$ cat config.mk
export PLATFORM = sky130hd
export DESIGN_NAME = pbsbf4_mc
export DESIGN_NICKNAME = d
export VERILOG_FILES = /design/src/rtl/pbsbf4_mc.sv
export SDC_FILE = /design/constraint.sdc
export NUM_CORES = 2
export LEC_CHECK = 0
export ABC_CLOCK_PERIOD_IN_PS = 29200
export BUFFER_PORTS_ARGS = -buffer_cell sky130_fd_sc_hd__buf_2
export CORE_AREA = 2 2 268 270
export CTS_BUF_LIST = sky130_fd_sc_hd__clkbuf_4
export CTS_CLUSTER_DIAMETER = 80
export DETAILED_ROUTE_END_ITERATION = 10
export DIE_AREA = 0 0 270 272
export PLACE_DENSITY = 0.68
export SYNTH_ARGS = -nofsm -noshare
export SYNTH_HDL_FRONTEND = slang
export SYNTH_SLANG_ARGS = --single-unit
$ cat constraint.sdc
create_clock -name clk -period 29.2 [get_ports clk]
set_input_delay 8.76 -clock clk [delete_from_list [all_inputs] [get_ports clk]]
set_output_delay 8.76 -clock clk [all_outputs]
set_load 0.01 [all_outputs]
$ cat src/rtl/pbsbf4_mc.sv
// Multi-channel cubic B-spline interpolator: a CIC (4 combs at knot rate, 4 integrators
// at step rate) time-multiplexed over CH channels, publishing all channels coherently.
module pbsbf4_mc #(
  parameter int CH         = 4,
  parameter int DIN_W      = 7,
  parameter int DOUT_W     = 14,
  parameter int S          = 3,
  parameter int CLK_DIVIDE = 64
) (
  input  logic                   clk,
  input  logic                   rst,
  input  logic [CH*DIN_W-1:0]    din,
  input  logic                   din_valid,
  input  logic                   clr_err,
  output logic                   knot,
  output logic [CH*DOUT_W-1:0]   dout,
  output logic                   dout_valid,
  output logic                   underrun
);

  localparam int ACC_W = DIN_W + 4*S + 1;
  localparam int DIV_W = $clog2(CLK_DIVIDE);
  localparam int K_W   = (CH > 1) ? $clog2(CH) : 1;
  localparam int MSB   = DIN_W + 3*S - 1;

  localparam logic [DIV_W-1:0] DIV_ONE  = 1;
  localparam logic [DIV_W-1:0] DIV_LAST = DIV_W'(CLK_DIVIDE - 1);
  localparam logic [S-1:0]     PH_ONE   = 1;
  localparam logic [K_W-1:0]   K_ONE    = 1;
  localparam logic [K_W-1:0]   K_LAST   = K_W'(CH - 1);

  typedef enum logic [1:0] {IDLE, RUN, PUB} state_t;

  // Valid/ready contract: din is consumed only in the knot cycle when din_valid is high;
  // there is no backpressure, dout_valid is a one-cycle strobe with no ready.

  logic [DIV_W-1:0]  div_cnt;
  logic [S-1:0]      ph;
  logic              step;
  logic              knot_f;
  logic [DIN_W-1:0]  smp [CH];

  state_t            state, state_nxt;
  logic [K_W-1:0]    k;
  logic              last_ch;

  logic [ACC_W-1:0]  xd  [CH];
  logic [ACC_W-1:0]  c1d [CH];
  logic [ACC_W-1:0]  c2d [CH];
  logic [ACC_W-1:0]  c3d [CH];
  logic [ACC_W-1:0]  i1  [CH];
  logic [ACC_W-1:0]  i2  [CH];
  logic [ACC_W-1:0]  i3  [CH];
  logic [ACC_W-1:0]  i4  [CH];
  logic [DOUT_W-1:0] shadow [CH];

  logic [ACC_W-1:0]  x_ext, c1, c2, c3, c4, v;
  logic [ACC_W-1:0]  i1n, i2n, i3n, i4n;
  logic [DOUT_W-1:0] res;
  logic [CH*DOUT_W-1:0] shadow_nxt;
  logic              unused_i4;

  assign step    = (div_cnt == DIV_LAST);
  assign knot    = step && (ph == '0);
  assign last_ch = (k == K_LAST);

  // Step timing, phase and knot-time sample capture
  always_ff @(posedge clk or posedge rst) begin
    if (rst) begin
      div_cnt  <= '0;
      ph       <= '0;
      underrun <= 1'b0;
      for (int c = 0; c < CH; c++) smp[c] <= '0;
    end else begin
      div_cnt <= step ? '0 : div_cnt + DIV_ONE;
      if (step) ph <= ph + PH_ONE;
      if (knot && din_valid) begin
        for (int c = 0; c < CH; c++) smp[c] <= din[c*DIN_W +: DIN_W];
      end
      // A new underrun outranks a simultaneous clear
      if (knot && !din_valid) underrun <= 1'b1;
      else if (clr_err)       underrun <= 1'b0;
    end
  end

  always_comb begin
    state_nxt = state;
    case (state)
      IDLE:    if (step) state_nxt = RUN;
      RUN:     if (last_ch) state_nxt = PUB;
      PUB:     state_nxt = IDLE;
      default: state_nxt = IDLE;
    endcase
  end

  // Per-channel CIC arithmetic, all modulo 2^ACC_W so integrator wrap cancels exactly
  always_comb begin
    x_ext = {{(ACC_W-DIN_W){smp[k][DIN_W-1]}}, smp[k]};
    c1    = x_ext - xd[k];
    c2    = c1 - c1d[k];
    c3    = c2 - c2d[k];
    c4    = c3 - c3d[k];
    v     = knot_f ? c4 : '0;
    i1n   = i1[k] + v;
    i2n   = i2[k] + i1n;
    i3n   = i3[k] + i2n;
    i4n   = i4[k] + i3n;
    res   = i4n[MSB -: DOUT_W];
  end

  assign unused_i4 = ^i4n;

  // Shadow image with the channel being processed merged in, so the last channel
  // can be published in the same edge it is computed
  always_comb begin
    shadow_nxt = '0;
    for (int c = 0; c < CH; c++) begin
      shadow_nxt[c*DOUT_W +: DOUT_W] = (K_W'(c) == k) ? res : shadow[c];
    end
  end

  always_ff @(posedge clk or posedge rst) begin
    if (rst) begin
      state      <= IDLE;
      k          <= '0;
      knot_f     <= 1'b0;
      dout       <= '0;
      dout_valid <= 1'b0;
      for (int c = 0; c < CH; c++) begin
        xd[c]     <= '0;
        c1d[c]    <= '0;
        c2d[c]    <= '0;
        c3d[c]    <= '0;
        i1[c]     <= '0;
        i2[c]     <= '0;
        i3[c]     <= '0;
        i4[c]     <= '0;
        shadow[c] <= '0;
      end
    end else begin
      state      <= state_nxt;
      dout_valid <= 1'b0;
      if (step) knot_f <= knot;
      if (state == RUN) begin
        if (knot_f) begin
          xd[k]  <= x_ext;
          c1d[k] <= c1;
          c2d[k] <= c2;
          c3d[k] <= c3;
        end
        i1[k]     <= i1n;
        i2[k]     <= i2n;
        i3[k]     <= i3n;
        i4[k]     <= i4n;
        shadow[k] <= res;
        k         <= last_ch ? '0 : k + K_ONE;
        if (last_ch) begin
          dout       <= shadow_nxt;
          dout_valid <= 1'b1;
        end
      end else begin
        k <= '0;
      end
    end
  end

endmodule

==> flow_summary_export.csv <==
group,metric,value,unit
status,status,"complete, no violations",
synthesis,yosys_warnings,0,
worst_setup_path,crit_buf_inv,9,
power,combPwrFrac,1.2,%
worst_setup_path,cpMaxStageDelayCell,"dfrtp_4",
synthesis,ys_ff_latch,576,
routing,vias,20625,
floorplanning,rows,98,
clock_network,clock-sinks,576,
grt,grtUsageTotal,18.0,%
clock_network,cts_tree,"built",
clock_network,cts_resized,0,
sta,fin_ws,16.63,ns
power,power_density,47.6,nW/um^2
final_layout,ff_latch_area,14400,sq um
worst_setup_path,crit_family,"adder cells",
sta,rsz0062_at_grt,"no",
synthesis,synth.distinct_cells,76,
worst_setup_path,endpoint_kind,"register",
floorplanning,die_x,270,microns
placed_design,place_congestion,0.778,
final_layout,area_growth,11.3,%
power,p_switching,343,uW
final_layout,post_route_cells_drive_above_1_share,17.9,%
grt,grt_max_degree,121,
clock_network,worst_setup_hold_path_clk_slew,0.07,ns
routing,drtIter0Drc,1261,
power,pwr-share-seq,51.1,%
floorplanning,die_h,272,microns
final_layout,final_common_cell,"nand2_1",
sta,fmax,79.5,MHz
final_layout,layout.nets,3125,
power,power_leakage,15.9,nW
worst_setup_path,worst_path_most_repeated_cell,"inv_1",
routing,route.detailed.drc,0,
worst_setup_path,arrival,13.43,ns
sta,fin_crit,12.57,ns
clock_network,ctsHoldBuffers,0,
clock_network,cts_max_level,4,
sta,fin_setup_tns,0,ns
routing,antenna_left,0,
sta,setup_viol,0,
power,ir_worst_vdd,0.0407,mV
run,maxCapViolations,0,
worst_setup_path,cp_max_fo,40,
min_path,min_path_type,"reg -> reg",
final_layout,nFillCells,6577,
clock_network,cts_root_buf,"clkbuf_4",
worst_setup_path,critPathMaxStageDelay,0.89,ns
floorplanning,ios,91,
power,power.internal,1.22,mW
floorplanning,start_util,41.6,%
floorplanning,core,70800,sq um
grt,overflow,0,
synthesis,synth_flop_cell,"dfrtp_1",
routing,drtPass1Iterations,5,
routing,wire_per_inst,15.8,microns
final_layout,mostFrequentLayoutCells,"nand2_1, dfrtp_1, o21ai_0",
clock_network,clk_latency,0.99,ns
power,switching_share,22.0,%
power,p_clk_share,47.7,%
worst_setup_path,crit_type,"reg -> reg",
synthesis,postSynthAreaPerCell,10.3,sq um
placed_design,hpwl,39.4,mm
clock_network,cts_setup_buffers,0,
grt,antenna_found_initial,2,
sta,post-route-period-util,43.1,%
synthesis,ys_seq_area_share,48.9,%
grt,grt_first_pass_wirelength,109,mm
sta,slew-limit-headroom,27.5,%
final_layout,multi_input_area,13900,sq um
worst_setup_path,required,30.06,ns
clock_network,clock_path_buffers,3,
placed_design,portBuffers,90,
placed_design,dp_slack,16.78,ns
clock_network,numCtsBuffers,149,
floorplanning,die_area,73400,sq um
worst_setup_path,worst_setup_path_start_kind,"register",
sta,worstMarginPinSlew,1.09,ns
sta,hold_viol_final,0,
synthesis,syn_inst,2849,
sta,fin_skew,0.0518,ns
synthesis,syn_area,29400,sq um
sta,slew_viol_final,0,
grt,grt_pass1_vias,21411,
routing,wirelength,63.5,mm
routing,vias_per_cell,5.15,
synthesis,syn_nets,3012,
synthesis,synth_edf_count,0,
synthesis,synthArstFlopShare,100,%
-- power groups by stage --
stage,logic (mW),clock network [mW],registers (mW)
after floorplan,0.0116,0,0.814
final,0.0180,0.744,0.798
after detailed placement,0.0194,0,0.813
after global routing,0.0218,0.808,0.797
after global placement,0.0196,0,0.813
after CTS,0.0194,0.767,0.798
-- per-layer routing --
metal | GRT usage, % | share of wire (%) | up-vias
met1 | 24.2 | 47 | 10085
li1 | - | - | 10093
met3 | 3.69 | 3.8 | 89
met4 | 5.80 | 1.7 | 0
met5 | 0 | 0 | -
met2 | 29.3 | 48 | 358
-- cells in the mapped netlist (3+ instances only) --
| library cell | n | area, sq um |
|---|---|---|
| nor2_1 | 48 | 180 |
| mux4_1 | 3 | 78.8 |
| a211oi_1 | 3 | 22.5 |
| nand2b_1 | 11 | 68.8 |
| clkbuf_1 | 118 | 443 |
| xnor2_1 | 79 | 692 |
| o21ai_1 | 5 | 25.0 |
| mux2i_1 | 34 | 340 |
| o21ai_0 | 443 | 2220 |
| a21o_1 | 32 | 240 |
| nand4_1 | 3 | 18.8 |
| a211o_1 | 4 | 35.0 |
| a211oi_2 | 3 | 37.5 |
| and3_1 | 10 | 62.6 |
| o21a_1 | 33 | 248 |
| fa_1 | 11 | 220 |
| mux4_2 | 123 | 2770 |
| nand2_1 | 650 | 2440 |
| ha_1 | 120 | 1500 |
| nor3b_1 | 12 | 90.1 |
| or3_1 | 6 | 37.5 |
| o21bai_1 | 25 | 188 |
| nor3_1 | 10 | 50.1 |
| dfrtp_1 | 576 | 14400 |
| inv_1 | 178 | 668 |
| mux2_2 | 54 | 608 |
| a2111oi_0 | 3 | 26.3 |
| nand3_1 | 16 | 80.1 |
| buf_1 | 28 | 105 |
| nor2b_1 | 8 | 50.1 |
| o211ai_1 | 3 | 22.5 |
| a21oi_1 | 89 | 445 |
| a31oi_1 | 3 | 18.8 |
| and2_1 | 15 | 93.8 |
| xor2_1 | 36 | 315 |
| o31ai_1 | 4 | 30.0 |
-- state kept, by name, summed over array words and instances (netlist names) --
signal,flops
i3,64
ph,3
k,2
dout,56
xd,28
underrun,1
dout_valid,1
c3d,64
c2d,64
i2,64
smp,28
i1,64
state,2
div_cnt,6
knot_f,1
c1d,64
i4,64
-- cell families after synthesis --
kind of cell / after synthesis / synth area share (%)
buffers and inverters: 328 / 4.22
muxes: 214 / 12.9
xor gates and xnor gates: 121 / 3.86
DFF: 576 / 48.9
AOI/OAI and AO/OA: 676 / 13.1
adders and majority gates: 133 / 5.92
and+or+nand+nor: 801 / 11.1
-- area by class of cell --
type	count	share of cell area, %
Multi-Input combinational cell	1945	42.3
Tap cell	950	3.63
Inverter	179	2.07
Sequential cell	576	44.0
Timing Repair Buffer	111	1.93
Clock inverter	32	1.20
Clock buffer	211	4.83
Antenna cell	3	0.0229
-- final timing paths --
| check | start | end | slack (ns) | depth (start not counted) |
|---|---|---|---|---|
| max in group asynchronous | rst | k[0] | 18.27 | 5 |
| hold / removal | state[1] | state[0] | 0.46 | 1 |
| min in group asynchronous | rst | c2d[51] | 7.91 | 2 |
| setup / recovery | k[1] | dout[13] | 16.63 | 51 |
| hold reg to reg | state[1] | state[0] | 0.46 | 1 |
| setup reg to reg | k[1] | dout[13] | 16.63 | 51 |
-- stage by stage --
stage	hold slack, ns	power [mW]	instances	instance area, sq um	utilization [%]
floorplan	0.401	0.825	2849	29400	-
global placement	0.431	0.832	3761	30800	43.5
detailed placement	0.457	0.832	3761	30800	43.5
CTS	0.458	1.58	4004	32800	46.3
global route	0.482	1.63	4007	32800	46.3
finish	0.455	1.56	4007	32800	46.3
(Power assumes the default switching activity.)
